File: src/rtl/ctech_lib_hs_rx_sync_pkg.sv
// Shared types and limits for the ctech four-phase handshake receiver and its synchronizer.
package ctech_lib_hs_pkg;

    typedef enum logic [1:0] {
        IDLE     = 2'd0,
        WAIT_RDY = 2'd1,
        WAIT_REL = 2'd2
    } hs_rx_state_e;

    localparam int SYNC_STAGES_MIN = 2;
    localparam int SYNC_STAGES_MAX = 4;

    function automatic bit sync_stages_ok(input int n);
        return (n >= SYNC_STAGES_MIN) && (n <= SYNC_STAGES_MAX);
    endfunction

endpackage

File: src/rtl/ctech_lib_hs_rx_sync_if.sv
// Bundle between the foreign-domain sender / local consumer and the handshake receiver.
interface ctech_lib_hs_rx_sync_if #(
    parameter int WIDTH = 8
);
    logic             req_async;
    logic [WIDTH-1:0] data_async;
    logic             ack;
    logic             o_valid;
    logic [WIDTH-1:0] o_data;
    logic             i_ready;
    logic             o_busy;
    logic             o_proto_err;

    // master: sender plus local consumer; slave: the receiver block
    modport master (
        output req_async, data_async, i_ready,
        input  ack, o_valid, o_data, o_busy, o_proto_err
    );

    modport slave (
        input  req_async, data_async, i_ready,
        output ack, o_valid, o_data, o_busy, o_proto_err
    );
endinterface

File: src/rtl/ctech_lib_hs_sync.sv
// Plain 1-bit async-reset synchronizer chain; also used by the sender side for its ack.
module ctech_lib_hs_sync
    import ctech_lib_hs_pkg::*;
#(
    parameter int SYNC_STAGES = 2
) (
    input  logic clk,
    input  logic rst,
    input  logic d,
    output logic q
);

    if (!sync_stages_ok(SYNC_STAGES)) begin : g_bad_stages
        $error("ctech_lib_hs_sync: SYNC_STAGES out of range");
    end

    logic [SYNC_STAGES-1:0] chain;

    // No logic between stages so each flop has a full cycle to resolve
    always_ff @(posedge clk or posedge rst) begin
        if (rst) chain <= '0;
        else     chain <= {chain[SYNC_STAGES-2:0], d};
    end

    assign q = chain[SYNC_STAGES-1];

endmodule

File: src/rtl/ctech_lib_hs_rx_sync.sv
// Receiving end of a four-phase req/ack crossing: synchronizes req, captures the held word,
// offers it as a valid/ready stream and returns a registered ack.
module ctech_lib_hs_rx_sync
    import ctech_lib_hs_pkg::*;
#(
    parameter int WIDTH       = 8,
    parameter int SYNC_STAGES = 2
) (
    input  logic                  clk,
    input  logic                  rst,
    ctech_lib_hs_rx_sync_if.slave bus
);

    if (WIDTH < 1 || WIDTH > 64) begin : g_bad_width
        $error("ctech_lib_hs_rx_sync: WIDTH out of range");
    end

    logic             req_s;
    hs_rx_state_e     state;
    logic             ack_q;
    logic             valid_q;
    logic             busy_q;
    logic             err_q;
    logic [WIDTH-1:0] data_q;

    ctech_lib_hs_sync #(
        .SYNC_STAGES(SYNC_STAGES)
    ) u_req_sync (
        .clk (clk),
        .rst (rst),
        .d   (bus.req_async),
        .q   (req_s)
    );

    // data_async is only sampled once req_s is seen, when the sender guarantees it is stable
    always_ff @(posedge clk or posedge rst) begin
        if (rst) begin
            state   <= IDLE;
            ack_q   <= 1'b0;
            valid_q <= 1'b0;
            busy_q  <= 1'b0;
            err_q   <= 1'b0;
            data_q  <= '0;
        end else begin
            case (state)
                IDLE: begin
                    if (req_s) begin
                        data_q  <= bus.data_async;
                        valid_q <= 1'b1;
                        busy_q  <= 1'b1;
                        state   <= WAIT_RDY;
                    end
                end
                WAIT_RDY: begin
                    // req dropping before ack is flagged but the word is still delivered
                    if (!req_s) err_q <= 1'b1;
                    if (bus.i_ready) begin
                        valid_q <= 1'b0;
                        ack_q   <= 1'b1;
                        state   <= WAIT_REL;
                    end
                end
                WAIT_REL: begin
                    if (!req_s) begin
                        ack_q  <= 1'b0;
                        busy_q <= 1'b0;
                        state  <= IDLE;
                    end
                end
                default: begin
                    ack_q   <= 1'b0;
                    valid_q <= 1'b0;
                    busy_q  <= 1'b0;
                    state   <= IDLE;
                end
            endcase
        end
    end

    assign bus.ack         = ack_q;
    assign bus.o_valid     = valid_q;
    assign bus.o_data      = data_q;
    assign bus.o_busy      = busy_q;
    assign bus.o_proto_err = err_q;

endmodule

File: src/flat_wrapper.sv
// flat-port wrapper written by rule: the top's interface ports become plain ports
module ctech_lib_hs_rx_sync_flat import ctech_lib_hs_pkg::*;
#(
    parameter int WIDTH       = 8,
    parameter int SYNC_STAGES = 2
)
  (clk, rst, bus_req_async, bus_data_async, bus_i_ready, bus_ack, bus_o_valid, bus_o_data, bus_o_busy, bus_o_proto_err);
  ctech_lib_hs_rx_sync_if #(.WIDTH(WIDTH)) bus_i ();
  input  logic clk;
  input  logic rst;
  input wire logic [$bits(bus_i.req_async)-1:0] bus_req_async;
  input wire logic [$bits(bus_i.data_async)-1:0] bus_data_async;
  input wire logic [$bits(bus_i.i_ready)-1:0] bus_i_ready;
  output wire logic [$bits(bus_i.ack)-1:0] bus_ack;
  output wire logic [$bits(bus_i.o_valid)-1:0] bus_o_valid;
  output wire logic [$bits(bus_i.o_data)-1:0] bus_o_data;
  output wire logic [$bits(bus_i.o_busy)-1:0] bus_o_busy;
  output wire logic [$bits(bus_i.o_proto_err)-1:0] bus_o_proto_err;
  assign bus_i.req_async = bus_req_async;
  assign bus_i.data_async = bus_data_async;
  assign bus_i.i_ready = bus_i_ready;
  assign bus_ack = bus_i.ack;
  assign bus_o_valid = bus_i.o_valid;
  assign bus_o_data = bus_i.o_data;
  assign bus_o_busy = bus_i.o_busy;
  assign bus_o_proto_err = bus_i.o_proto_err;
  ctech_lib_hs_rx_sync #(.WIDTH(WIDTH), .SYNC_STAGES(SYNC_STAGES)) u_core (.clk(clk), .rst(rst), .bus(bus_i));
endmodule
File: config.mk
export PLATFORM = sky130hd
export DESIGN_NAME = ctech_lib_hs_rx_sync_flat
export DESIGN_NICKNAME = d
export VERILOG_FILES = /design/src/rtl/ctech_lib_hs_rx_sync_pkg.sv /design/src/rtl/ctech_lib_hs_rx_sync_if.sv /design/src/rtl/ctech_lib_hs_sync.sv /design/src/rtl/ctech_lib_hs_rx_sync.sv /design/src/flat_wrapper.sv
export SDC_FILE = /design/constraint.sdc
export NUM_CORES = 1
export LEC_CHECK = 0
export ABC_AREA = 0
export CAP_MARGIN = 30
export CORE_MARGIN = 1.5
export CORE_UTILIZATION = 37
export DETAILED_ROUTE_END_ITERATION = 6
export PLACE_DENSITY = 0.72
export SYNTH_ARGS = -nofsm -noshare
export SYNTH_HDL_FRONTEND = slang
export SYNTH_HIERARCHICAL = 1
export SYNTH_SLANG_ARGS = --single-unit
File: constraint.sdc
create_clock -name clk -period 1.1 [get_ports clk]
set_input_delay 0.165 -clock clk [delete_from_list [all_inputs] [get_ports clk]]
set_output_delay 0.165 -clock clk [all_outputs]
set_load 0.005 [all_outputs]
; Yosys cells after proc, flatten, opt, wreduce, memory -nomap -nowiden
; Index checks and enable logic that the tools add are counted.
[op_classes]
n_eq_ne = 5
muxes = 11
n_bitwise = 4
n_reduce_logical = 7
[ops]
columns = operator, n
row1 = AND reduction 3 bit, 4
row2 = case mux 1 bit (3 select lines), 3
row3 = 2-to-1 mux 2 bit, 3
row4 = != test 2 bit (second input constant), 3
row5 = case mux 2 bit (3 select lines), 1
row6 = 2-to-1 mux 1 bit, 4
row7 = NOT 1 bit, 4
row8 = AND reduction 2 bit, 2
row9 = equality test 2 x 1 -> 1 bit (second input constant), 1
row10 = equality test 2 bit (second input constant), 1
row11 = zero test 2 bit, 1
[totals]
register_bits = 16
word_cells = 34

; Logic depth before layout (Yosys ltp)
; Gate-level depths: netlist of the first run.
[logic_depth]
depth_word = 3
ltp_mapped = 3

; Hierarchy
; The synthesis of the first run kept the hierarchy.
[modules_own_cells]
columns = module, n_inst, cells_each, area_each_um2, seq_area_each_um2
row1 = ctech_lib_hs_rx_sync, 1, 37, 585.6, 350.3
row2 = ctech_lib_hs_sync, 1, 3, 53.8, 50.0

; Least setup slack after synthesis of the first run
; No wires, ideal clock.
[synth_timing]
kind = register to register
startpoint = register u_core.state[0]
endpoint = register u_core.data_q[0], in the netlist u_core/bus.o_data[0]
t_arrival_ps = 1049
required_time_ps = 975
path_slack_ps = -74
stages_incl_launch_ff = 4
n_path_buf = 0
cell_sequence = dfrtp_1 > nand2b_4 > nor2_8 > mux2_4
[synth_between]
elab_chain_cells = 2
[synth_rtl]
columns = element, line
row1 = start: declaration, ctech_lib_hs_rx_sync.sv:19  ; hs_rx_state_e state;
row2 = start signal: assignment, ctech_lib_hs_rx_sync.sv:38  ; state <= IDLE;
row3 = start signal: assignment, ctech_lib_hs_rx_sync.sv:51  ; state <= WAIT_RDY;
row4 = start signal: assignment, ctech_lib_hs_rx_sync.sv:60  ; state <= WAIT_REL;
row5 = zero test 2 bit, ctech_lib_hs_rx_sync.sv:45  ; case (state)
row6 = AND reduction 2 bit (no line), -
row7 = end signal: assignment, ctech_lib_hs_rx_sync.sv:48  ; data_q <= bus.data_async;
row8 = end: declaration, ctech_lib_hs_rx_sync.sv:24  ; logic [WIDTH-1:0] data_q;
; No other way between the ends.
; A chain may end at the register's enable or synchronous reset.

; Final worst setup path of the first run
[layout_timing]
startpoint = register u_core.state[0]
endpoint = register u_core.data_q[6], in the netlist u_core/bus.o_data[6]
; The elaborated chain is that of the path after synthesis.

==> results of run 1 <==
## final timing paths
kind,start,endpoint,slack [ns]
min,rst,u_core/u_req_sync/chain[0],0.05
min in group clk,bus_req_async,u_core/u_req_sync/chain[0],0.31
min reg2reg,u_core/u_req_sync/chain[0],u_core/u_req_sync/chain[1],0.38
max in group asynchronous,rst,u_core/state[1],0.72
max reg2reg,u_core/state[0],u_core/bus.o_data[6],-0.08
max,u_core/state[0],u_core/bus.o_data[6],-0.08
## what timing repair did
action	in CTS	in global routing
setup buffers	3	1
resized for setup	25	5
pin swaps	2	1
cloned	1	0
endpoints found under the hold margin	0	0
setup endpoints to repair	22	15
## registers in the layout (all words and copies together), names as in the netlist
register and cells:
u_core/bus.o_data 8, u_core/bus.o_proto_err 1, u_core/bus.o_busy 1, u_core/bus.ack 1, u_core/u_req_sync/chain 2, u_core/state 2, u_core/bus.o_valid 1
## metal layers
layer	wire, um	part of all wire	global-route usage	up-vias
li1	-	-	-	211
met1	513	0.44	0.176	211
met2	587	0.50	0.214	18
met3	71	0.061	0.0531	0
met4	0	0	0.0727	0
met5	0	0	0	-
## kinds of logic after synthesis
logic type / count (synthesis)
compound gates: 7
buf+inv: 4
flops: 16
mux: 8
simple gates: 5
## power by group through the flow
stage	combinational, uW	sequential [uW]	clock (uW)
detailed placement	1120	996	0
floorplan	517	1020	0
global route	1160	1040	432
global placement	1100	1000	0
CTS	1100	1010	406
finish	1090	1010	383
## through the flow
stage	TNS (ns)	setup WS [ns]	utilization	instances
2_1_floorplan	-0.593	-0.0741	-	40
3_3_place_gp	-0.542	-0.0721	0.590	83
3_5_place_dp	-0.670	-0.0875	0.590	83
4_1_cts	-0.567	-0.0760	0.636	91
5_1_grt	-0.725	-0.121	0.630	92
6_report	-0.414	-0.0773	0.630	92
## cells in the final DEF (no fill, tap or decap)
cell type / n
sky130_fd_sc_hd__dfrtp_1: 15
sky130_fd_sc_hd__clkdlybuf4s50_1: 11
sky130_fd_sc_hd__clkdlybuf4s15_1: 8
sky130_fd_sc_hd__mux2_4: 8
sky130_fd_sc_hd__buf_4: 7
sky130_fd_sc_hd__clkbuf_2: 4
sky130_fd_sc_hd__clkbuf_4: 3
sky130_fd_sc_hd__inv_1: 3
sky130_fd_sc_hd__a21o_2: 2
sky130_fd_sc_hd__clkbuf_8: 1
sky130_fd_sc_hd__nor2_4: 1
sky130_fd_sc_hd__nand2b_4: 1
sky130_fd_sc_hd__nor2_8: 1
sky130_fd_sc_hd__inv_2: 1
sky130_fd_sc_hd__a31o_2: 1
sky130_fd_sc_hd__nand2_1: 1
sky130_fd_sc_hd__and3_2: 1
sky130_fd_sc_hd__a21o_1: 1
sky130_fd_sc_hd__o21ai_0: 1
sky130_fd_sc_hd__o21bai_1: 1
sky130_fd_sc_hd__or2b_1: 1
sky130_fd_sc_hd__a21oi_1: 1
sky130_fd_sc_hd__buf_6: 1
sky130_fd_sc_hd__dfrtp_2: 1
## cell type report
| cell class | instances | area share |
|---|---|---|
| inverters | 4 | 0.0153 |
| multi-input cells | 21 | 0.239 |
| flip-flops and latches | 16 | 0.409 |
| clock buffers | 4 | 0.0369 |
| well taps | 16 | 0.0204 |
| repair buffers | 31 | 0.279 |
## worst max-delay path, cell delays in order, from the launching register on
cell                       delay [ns]
sky130_fd_sc_hd__dfrtp_1         0.38
sky130_fd_sc_hd__nand2b_4        0.18
sky130_fd_sc_hd__nor2_4          0.19
sky130_fd_sc_hd__mux2_4          0.32
==> impl_metrics.tcl, run 1 <==
set metrics [dict create \
    synth_cell_types 15 \
    power_leakage_uw 0.000469 \
    share_of_the_synthesized_area_in_the_top_cell_type 0.626 \
    syn_avg_cell_area_um2 16.0 \
    hp-class "in -> async" \
    path_clk_slew_ns 0.09 \
    share_clk_of_total_power 0.155 \
    drtIter0Drc 4 \
    cts_root_buf "sky130_fd_sc_hd__clkbuf_4" \
    drt-total-wl_mm 1.17 \
    place_congestion 0.643 \
    fin_worst_hold_slack_ns 0.0548 \
    start_kind "register" \
    vias 440 \
    fp.dieH_um 44.6 \
    post_synth_edffs 0 \
    placement.io_buffers 23 \
    critical_path.endpoint_type "register" \
    timing_max_transition_violations_final 0 \
    timing.reg2reg.worst_path_depth 3 \
    synth_flop_cell "sky130_fd_sc_hd__dfrtp_1" \
    max_slew_margin 0.867 \
    power_uw 2480 \
    sequential_cell_area_um2 402 \
    largest_family_of_logic_cells_by_synthesized_area "multiplexers" \
    grt_antenna_before_repair 0 \
    cap_viol_max_count 0 \
    rows 14 \
    floorplan.core_area_mm2 0.00156 \
    design.die.area_mm2 0.00199 \
    final_nets 89 \
    hold_viol 0 \
    layout.filler_cells 126 \
    antenna_diode_instance_count 0 \
    clock-sinks 16 \
    cts-hold-fix-buffers 0 \
    remaining_drc_errors 1 \
    design_area_um2 982 \
    cts_tree "built" \
    vdd_drop_max_v 0.00134 \
    worst_slew_pin_slew_ns 0.199 \
    multi_input_area_um2 235 \
    status "finished, violations left" \
    postSynth.asyncResetShare 1.00 \
    grt_remaining_overflow 0 \
    seq_power_share 0.407 \
    timing.fmax_ghz 0.849 \
    layout_setup_ws_ns -0.0773 \
    critical_path_peak_fanout 5 \
    wire_length_of_the_first_global_routing_pass_mm 1.96 \
    ys_seq_elements 16 \
    grt_max_degree 15 \
    failed_checks "DRC, setup timing" \
    total_grt_usage 0.142 \
    synth_commonest_cells "sky130_fd_sc_hd__dfrtp_1, sky130_fd_sc_hd__mux2_4, sky130_fd_sc_hd__inv_1" \
    synth.largest_area_cell "sky130_fd_sc_hd__dfrtp_1" \
    syn_inst 40 \
    fin_skew_ns 0.00182 \
    synthesis.nets 52 \
    starting_density_of_the_core 0.410 \
    synth.top_cells.by_area "sky130_fd_sc_hd__dfrtp_1, sky130_fd_sc_hd__mux2_4, sky130_fd_sc_hd__nor2_8, sky130_fd_sc_hd__a21o_2, sky130_fd_sc_hd__nand2b_4" \
    cell_internal_power_dissipation_uw 1780 \
    xor_xnor_portion_of_the_synthesized_cell_area 0 \
    p_comb_frac 0.438 \
    dp.final_hpwl_um 828 \
    yosysWarnings 6 \
    final.period_utilization 1.07 \
    drtPass1Iterations 5 \
    first_global_vias 469 \
    cts_max_level 1 \
    setup_viol 8 \
    fp.dieW_um 44.6 \
    power.switching_uw 702 \
    drive_above_1_share 0.434 \
    critPathArrivalTime_ns 1.35 \
    timing.setup.critical_path_class "reg -> reg" \
    cp_data_required_time_ns 1.28 \
    synthMostInstantiatedCell "sky130_fd_sc_hd__dfrtp_1" \
    power.density_cell_area_mw_per_mm2 2530 \
    route.detailed.wl_per_inst_um 12.7 \
    placed_area_um2 920 \
    tritoncts.num_buffers 3 \
    worst_skew_pair.late_latency_ns 0.28 \
    post_synth_mux_area_share 0.188 \
    synth-simple-area-share 0.0822 \
    seq_total_area_yosys 0.626 \
    area_growth_syn_to_layout_pct 53.6 \
    ant_nets_after_route 0 \
    fin_crit_ns 1.18 \
    grt_setup_unrepaired "yes" \
    vias_per_cell 4.78 \
    sw_frac_of_total 0.283 \
    synth-compound-area-share 0.0802 \
    netlist_area_um2 639 \
    clk_path_buf_depth 2 \
    design.portCount 24 \
    synth_adder_area_share 0 \
]
Power figures use the tool's default switching activity.
==> run 2: changes to the inputs <==
--- a/config.mk
+++ b/config.mk
@@ -6,7 +6,6 @@
 export NUM_CORES = 1
 export LEC_CHECK = 0
 export ABC_AREA = 0
-export CAP_MARGIN = 30
 export CORE_MARGIN = 1.5
 export CORE_UTILIZATION = 37
 export DETAILED_ROUTE_END_ITERATION = 6
==> results of run 2 <==
The final DEF is identical to that of run 1; final timing and power are the same.
